<file path="src/rtl/mips_fetch_buffer.sv">
// mips_fetch_buffer
//   Instruction-fetch stage behind a free-running PC counter. Each cycle the
//   incoming pc is issued to a synchronous instruction memory (one-cycle read
//   latency). The returned word is paired with its pc and queued in a small
//   first-word-fall-through FIFO that feeds decode through a valid/ready
//   handshake. The PC cannot stall, so fetches that cannot be queued are
//   dropped and counted.
//
// Ports:
//   clk, rst            clock (rising edge), asynchronous active-high reset
//   pc                  current PC from the PC counter
//   flush               discard queued and in-flight fetches
//   imem_en, imem_addr  memory read strobe / address (addr = pc)
//   imem_rdata          read data, valid the cycle after imem_en
//   out_valid/out_ready head-entry handshake towards decode
//   out_pc, out_instr   head entry
//   out_opcode..out_imm pure bit slices of out_instr
//   overflow            sticky: at least one fetch dropped since reset
//   drop_cnt            saturating count of dropped fetches
module mips_fetch_buffer #(
  parameter int unsigned ADDR_W = 8,
  parameter int unsigned DATA_W = 32,
  parameter int unsigned DEPTH  = 4
) (
  input  logic              clk,
  input  logic              rst,
  input  logic [ADDR_W-1:0] pc,
  input  logic              flush,
  output logic              imem_en,
  output logic [ADDR_W-1:0] imem_addr,
  input  logic [DATA_W-1:0] imem_rdata,
  output logic              out_valid,
  input  logic              out_ready,
  output logic [ADDR_W-1:0] out_pc,
  output logic [DATA_W-1:0] out_instr,
  output logic [5:0]        out_opcode,
  output logic [4:0]        out_rs,
  output logic [4:0]        out_rt,
  output logic [4:0]        out_rd,
  output logic [15:0]       out_imm,
  output logic              overflow,
  output logic [7:0]        drop_cnt
);

  localparam int unsigned PTR_W = $clog2(DEPTH);
  localparam int unsigned CNT_W = PTR_W + 1;

  logic [CNT_W-1:0]  count_q, count_d;
  logic [PTR_W-1:0]  wr_ptr_q, wr_ptr_d;
  logic [PTR_W-1:0]  rd_ptr_q, rd_ptr_d;
  logic              req_valid_q, req_valid_d;
  logic [ADDR_W-1:0] req_pc_q, req_pc_d;
  logic              overflow_q, overflow_d;
  logic [7:0]        drop_cnt_q, drop_cnt_d;

  logic [ADDR_W-1:0] pc_mem_q    [DEPTH];
  logic [DATA_W-1:0] instr_mem_q [DEPTH];

  logic              pop;
  logic              push;
  logic              credit_ok;
  logic              drop;
  logic [CNT_W:0]    used_w;
  logic [CNT_W:0]    limit_w;

  assign out_valid = (count_q != '0);
  assign pop       = out_valid && out_ready;
  assign push      = req_valid_q && !flush;

  // Credit check written as used < DEPTH + pop so nothing can underflow:
  // an in-flight read already owns a slot, hence a push never sees a full FIFO.
  assign used_w    = {1'b0, count_q} + {{CNT_W{1'b0}}, req_valid_q};
  assign limit_w   = (CNT_W+1)'(DEPTH) + {{CNT_W{1'b0}}, pop};
  assign credit_ok = (used_w < limit_w);

  assign imem_en   = !rst && !flush && credit_ok;
  assign imem_addr = pc;
  // Flush cycles are deliberate discards, not drops.
  assign drop      = !flush && !credit_ok;

  assign out_pc     = pc_mem_q[rd_ptr_q];
  assign out_instr  = instr_mem_q[rd_ptr_q];
  assign out_opcode = out_instr[31:26];
  assign out_rs     = out_instr[25:21];
  assign out_rt     = out_instr[20:16];
  assign out_rd     = out_instr[15:11];
  assign out_imm    = out_instr[15:0];

  assign overflow = overflow_q;
  assign drop_cnt = drop_cnt_q;

  always_comb begin
    count_d     = count_q;
    wr_ptr_d    = wr_ptr_q;
    rd_ptr_d    = rd_ptr_q;
    req_valid_d = req_valid_q;
    req_pc_d    = req_pc_q;
    overflow_d  = overflow_q;
    drop_cnt_d  = drop_cnt_q;

    if (flush) begin
      // In-flight data and any same-cycle pop are discarded.
      count_d     = '0;
      wr_ptr_d    = '0;
      rd_ptr_d    = '0;
      req_valid_d = 1'b0;
    end else begin
      count_d     = count_q + CNT_W'(push) - CNT_W'(pop);
      wr_ptr_d    = wr_ptr_q + PTR_W'(push);
      rd_ptr_d    = rd_ptr_q + PTR_W'(pop);
      req_valid_d = imem_en;
      if (imem_en) begin
        req_pc_d = pc;
      end
    end

    if (drop) begin
      overflow_d = 1'b1;
      if (drop_cnt_q != '1) begin
        drop_cnt_d = drop_cnt_q + 8'd1;
      end
    end
  end

  always_ff @(posedge clk or posedge rst) begin
    if (rst) begin
      count_q     <= '0;
      wr_ptr_q    <= '0;
      rd_ptr_q    <= '0;
      req_valid_q <= 1'b0;
      req_pc_q    <= '0;
      overflow_q  <= 1'b0;
      drop_cnt_q  <= '0;
    end else begin
      count_q     <= count_d;
      wr_ptr_q    <= wr_ptr_d;
      rd_ptr_q    <= rd_ptr_d;
      req_valid_q <= req_valid_d;
      req_pc_q    <= req_pc_d;
      overflow_q  <= overflow_d;
      drop_cnt_q  <= drop_cnt_d;
    end
  end

  // Entry storage needs no reset: it is only observed while out_valid is high.
  always_ff @(posedge clk) begin
    if (push) begin
      pc_mem_q[wr_ptr_q]    <= req_pc_q;
      instr_mem_q[wr_ptr_q] <= imem_rdata;
    end
  end

endmodule
</file>
<file path="config.mk">
export PLATFORM = sky130hd
export DESIGN_NAME = mips_fetch_buffer
export DESIGN_NICKNAME = d
export VERILOG_FILES = /design/src/rtl/mips_fetch_buffer.sv
export SDC_FILE = /design/constraint.sdc
export NUM_CORES = 1
export LEC_CHECK = 0
export ABC_AREA = 0
export BUFFER_PORTS_ARGS = -buffer_cell sky130_fd_sc_hd__buf_4
export CORE_MARGIN = 2
export CORE_UTILIZATION = 40
export CTS_CLUSTER_SIZE = 8
export DETAILED_ROUTE_END_ITERATION = 10
export HOLD_SLACK_MARGIN = 0.15
export SYNTH_ARGS = -nofsm -noshare
export SYNTH_HDL_FRONTEND = slang
export SYNTH_SLANG_ARGS = --single-unit
</file>
<file path="constraint.sdc">
create_clock -name clk -period 4.4 [get_ports clk]
set_clock_uncertainty 0.1 [all_clocks]
set_input_delay 0.44 -clock clk [delete_from_list [all_inputs] [get_ports clk]]
set_output_delay 0.44 -clock clk [all_outputs]
set_load 0.005 [all_outputs]
</file>
# Word level (Yosys, flattened, before mapping)
# Memories as Yosys holds them, arrays and structs flattened.
# Cells that the tools add are included.
word_totals:
  regBits: 25
  ramBits: 160
  input_bits: 44
  output_inout_bits: 96
  n_memories: 2
op_classes:
  addsub: 7
  n_lt_le_gt_ge: 1
  n_eq_ne: 1
  n_mux: 6
  bitwise_logic: 1
  reduce_logical: 11
mem_list:
  columns: ["memory", "depth", "width", "read_ports", "rd_ports_with_merged_regs", "write_ports", "line_no", "source"]
  rows:
  - ["instr_mem_q", 4, 32, 1, 0, 1, "57", "logic [DATA_W-1:0] instr_mem_q [DEPTH];"]
  - ["pc_mem_q", 4, 8, 1, 0, 1, "56", "logic [ADDR_W-1:0] pc_mem_q [DEPTH];"]
ops:
  columns: ["op", "count"]
  rows:
  - ["$add 8x1->8 const B", 1]
  - ["$ne 8x8->1 const B", 1]
  - ["$logic_and 1x1->1", 5]
  - ["$add 2x1->2", 2]
  - ["$add 3x1->4", 1]
  - ["$add 3x1->4 const A", 1]
  - ["$lt 4x4->1", 1]
  - ["$mux 2", 2]
  - ["$reduce_and 2->1", 2]
  - ["$add 3x1->3", 1]
  - ["$logic_not 1->1", 3]
  - ["$mux 1", 3]
  - ["$mux 3", 1]
  - ["$reduce_bool 3->1", 1]
  - ["$sub 3x1->3", 1]
  - ["$not 1->1", 1]

# Logic depth before layout (Yosys ltp)
logic_depth:
  depth_word: 7
  mapped_depth: 9
  mapped_depth_nobuf: 8

# Least setup slack after synthesis
# OpenSTA, ideal clock, no wires.
synth_path:
  path_kind: "in2reg"
  startpoint: "input port flush"
  endpoint: "memory instr_mem_q[2][0] (enable)"
  setup_time_ns: 0.496
  arrival_time_ns: 3.856
  path_slack_ns: -0.052
  stages: 3
  path_cell_list: "clkbuf_1 nand2b_1 nor3b_1"
synth_between:
  elab_chain_len: 4
synth_lines:
  columns: ["item", "line_no", "source"]
  rows:
  - ["start: declaration", "28", "input logic flush,"]
  - ["$logic_not 1->1", "68", "assign push = req_valid_q && !flush;"]
  - ["$logic_and 1x1->1", "68", null]
  - ["$mux 1", "147", "if (push) begin"]
  - ["$mux 1 (not written as such)", "149", "instr_mem_q[wr_ptr_q] <= imem_rdata;"]
  - ["end: declaration", "57", null]
# No other way between the ends.

# Worst setup path in the final report
layout_path:
  startpoint: "register count_q[0]"
  endpoint: "output port imem_en"
layout_between:
  elab_chain_len: 5
  word_cells_on_any_way: 6
layout_lines:
  columns: ["item", "line_no", "source"]
  rows:
  - ["start: declaration", "48", "logic [CNT_W-1:0] count_q, count_d;"]
  - ["start signal: assignment", "135", "count_q <= count_d;"]
  - ["$reduce_bool 3->1", "66", "assign out_valid = (count_q != '0);"]
  - ["$logic_and 1x1->1", "67", "assign pop = out_valid && out_ready;"]
  - ["$add 3x1->4", "73", "assign limit_w = (CNT_W+1)'(DEPTH) + {{CNT_W{1'b0}}, pop};"]
  - ["$lt 4x4->1 (*)", "74", "assign credit_ok = (used_w < limit_w);"]
  - ["$logic_and 1x1->1 (*)", "76", "assign imem_en = !rst && !flush && credit_ok;"]
  - ["end: declaration", "29", "output logic imem_en,"]
# Every way passes the cells marked *; elsewhere a longest branch is shown, timed or not.

==> results.sh <==
export IMPL_p_leak_uw=0.003379
export IMPL_insertedDiodeCount=0
export IMPL_hp_class="in2async"
export IMPL_area_growth_pct=25.98
export IMPL_ant_nets=0
export IMPL_gp_routability_congestion=0.7185
export IMPL_crit_chain="ha_1, ha_1, nor2_1, a21o_4, nand2_1, or3_1, inv_1, buf_4"
export IMPL_crit_buf_inv=2
export IMPL_vias_per_cell=4.808
export IMPL_critical_path_max_stage_delay_ps=580
export IMPL_clk_pin_slew_ps=60
export IMPL_synth_seq_cells=185
export IMPL_endpoint_kind="output port"
export IMPL_insertion_delay_ps=420
export IMPL_cts_sinks=185
export IMPL_nets=547
export IMPL_antenna_found_initial=0
export IMPL_power_density_nw_per_um2=516.4
export IMPL_yosys_cell_types_count=35
export IMPL_hpwl_um=7879
export IMPL_die_h_um=139.3
export IMPL_clock_path_buffers=2
export IMPL_io_buffers=139
export IMPL_cts_buffers=17
export IMPL_fin_crit_ps=3036
export IMPL_drc=0
export IMPL_grt_setup_unrepaired="false"
export IMPL_slowest_stage="or3_1"
export IMPL_grtUsageTotal_pct=14.22
export IMPL_grt_overflow_total=0
export IMPL_drt_total_wl_um=13190
export IMPL_layout_drive_gt1_share_pct=45.36
export IMPL_cts_htree_levels=4
export IMPL_arrival_ps=2500
export IMPL_reg2regPathDepth=7
export IMPL_cap_violations=0
export IMPL_first_pass_iters=4
export IMPL_core_area_um2=17960
export IMPL_netlist_top_cells_area="edfxtp_1, mux4_2, dfrtp_1"
export IMPL_grt_pass1_vias=3779
export IMPL_start_util_pct=40.78
export IMPL_vdd_ir_drop_max_mv=0.2856
export IMPL_path_delay_family="simple AND/OR/NAND/NOR gates"
export IMPL_cts_resized=0
export IMPL_postSynthNetCount=407
export IMPL_fp_dieW_um=139.3
export IMPL_crit_top_cell="ha_1"
export IMPL_cp_max_fo=10
export IMPL_path_depth=8
export IMPL_critPathRequiredTime_ps=3860
export IMPL_synth_seq_area_share_pct=74.12
export IMPL_drt_initial_drc_count=183
export IMPL_finalHoldViolCount=0
export IMPL_die_area_um2=19410
export IMPL_synth_top_area_share_pct=65.58
export IMPL_setup_viol=0
export IMPL_post_drt_wl_per_cell_um=17.92
export IMPL_hold_ws_ps=168.5
export IMPL_cts_tree="yes"
export IMPL_synth_top_cell_by_area="edfxtp_1"
export IMPL_worst_setup_path_start_kind="flop"
export IMPL_grt_first_pass_wirelength_um=20680
export IMPL_grt_start_max_net_pins=42
export IMPL_avgSynthCellArea_um2=20.69
export IMPL_synth_warnings=0
export IMPL_postCtsSetupBuffers=0
export IMPL_io_pins=140
export IMPL_clock_fmax_ghz=0.3294
export IMPL_root_buffer="clkbuf_16"
export IMPL_slew_viol_final=0
export IMPL_netlist_area_um2=7326
export IMPL_criticalPathCategory="reg2out"
export IMPL_maxSlewHeadroom_pct=27.89
export IMPL_status="complete, no violations"
export IMPL_worstMarginPinSlew_ps=1082
export IMPL_tns_ps=0
export IMPL_netlist_instances=354
export IMPL_final_period_utilization_pct=69.00
export IMPL_vias=3539
export IMPL_num_rows=49
[path summary, 6_finish.rpt]
path / to / slack, ps / from
worst max-delay path: imem_en / 1360 / count_q[0]$_DFF_PP0_
worst min-delay path: count_q[0]$_DFF_PP0_ / 170 / rst
worst max register to register: req_pc_q[2]$_DFFE_PP0P_ / 1970 / count_q[0]$_DFF_PP0_
worst min register to register: overflow$_DFFE_PP0P_ / 370 / overflow$_DFFE_PP0P_
max in group asynchronous: rd_ptr_q[0]$_DFF_PP0_ / 3320 / rst
min in group clk: req_pc_q[0]$_DFFE_PP0P_ / 170 / pc[0]
[synthesized netlist by cell type]
cell and count:
inv_1 6, a21bo_2 1, edfxtp_1 160, mux2_4 8
buf_2 4, fa_1 1, nor3_2 1, xnor2_1 6
or3_2 1, a41oi_1 1, or3_1 1, buf_6 1
buf_4 45, a31oi_1 1, nor2_1 9, and3_1 3
dfrtp_1 25, ha_1 8, a21oi_4 1, buf_1 4
a21o_4 1, xor2_1 3, nand2b_1 2, nor3b_1 1
mux2_2 2, o31a_2 1, or2_2 1, clkbuf_1 3
nor2b_1 3, mux4_2 40, nor3_1 1, a21oi_1 1
nand2_1 4, nand4_1 2, nand3_1 2
[per-layer routing]
metal / GRT usage [%] / routed length (µm) / part of all wire (%) / vias to the layer above
li1: - / - / - / 1627
met1: 18.51 / 5846 / 44 / 1801
met2: 23.35 / 6655 / 50 / 101
met3: 4.129 / 584 / 4.4 / 10
met4: 4.306 / 102 / 0.77 / 0
met5: 0 / 0 / 0 / -
[per-stage QoR]
step / std cells / utilization [%] / worst slack, ps / instance area (µm²) / power, µW
5_1_grt: 736 / 51.38 / 1170 / 9229 / 5016
3_3_place_gp: 669 / 46.39 / 1794 / 8333 / 3380
6_report: 736 / 51.38 / 1364 / 9229 / 4766
2_1_floorplan: 354 / - / 187.4 / 7331 / 2951
4_1_cts: 736 / 51.38 / 1316 / 9229 / 4833
3_5_place_dp: 669 / 46.39 / 1748 / 8333 / 3395
[power breakdown]
group          total, µW  switching, µW  internal (µW)
registers           2270            217           2050
clock network       1410            582            825
logic               1090            370            717
total               4770           1170           3600
[repair_timing]
action                     in CTS  in global routing
hold buffers                   35                  0
hold endpoints to repair      131                  0
setup endpoints to repair       0                  0
[cells by family after synthesis]
family / count (synthesis) / synth area share (%)
simple gates: 31 / 2.237
fa+ha+maj: 9 / 1.640
xor+xnor: 9 / 1.076
mux: 50 / 14.24
buf+inv: 63 / 5.704
flops: 185 / 74.12
compound gates: 7 / 0.9735
[cells in the final DEF, fill, tap and decap left out, types with 2 or more instances in the layout]
| cell | instances |
|---|---|
| and3_1 | 2 |
| buf_4 | 142 |
| bufinv_16 | 2 |
| clkbuf_1 | 4 |
| clkbuf_16 | 17 |
| clkinv_1 | 4 |
| clkinv_2 | 3 |
| clkinvlp_4 | 2 |
| dfrtp_1 | 23 |
| dlygate4sd3_1 | 35 |
| edfxtp_1 | 160 |
| ha_1 | 8 |
| inv_1 | 6 |
| mux2_2 | 2 |
| mux2_4 | 8 |
| mux4_2 | 40 |
| nand2_1 | 4 |
| nand2b_1 | 2 |
| nand3_1 | 2 |
| nand4_1 | 2 |
| nor2_1 | 8 |
| nor2b_1 | 3 |
| nor3_2 | 2 |
| xnor2_1 | 6 |
| xor2_1 | 3 |
[state kept, by name, indices dropped and copies added (netlist names)]
register / flops
wr_ptr_q: 2
rd_ptr_q: 2
drop_cnt: 8
instr_mem_q: 128
count_q: 3
req_pc_q: 8
pc_mem_q: 32
req_valid_q: 1
overflow: 1
[worst reg2reg max path, delay by kind of cell (launching register included)]
kind	cells	cell delay [ps]
adders and majority gates	2	510
DFF	1	410
muxes	1	390
and+or+nand+nor	3	760
AOI/OAI and AO/OA	1	150
[area by class of cell]
type	instances	area, µm²
Clock buffer	21	440.4
Multi-Input combinational cell	106	1503
Clock inverter	11	105.1
Sequential cell	185	5435
Inverter	6	22.52
Tap cell	229	286.5
Timing Repair Buffer	178	1436
Fill cell	1459	8735
(Power assumes the default switching activity.)
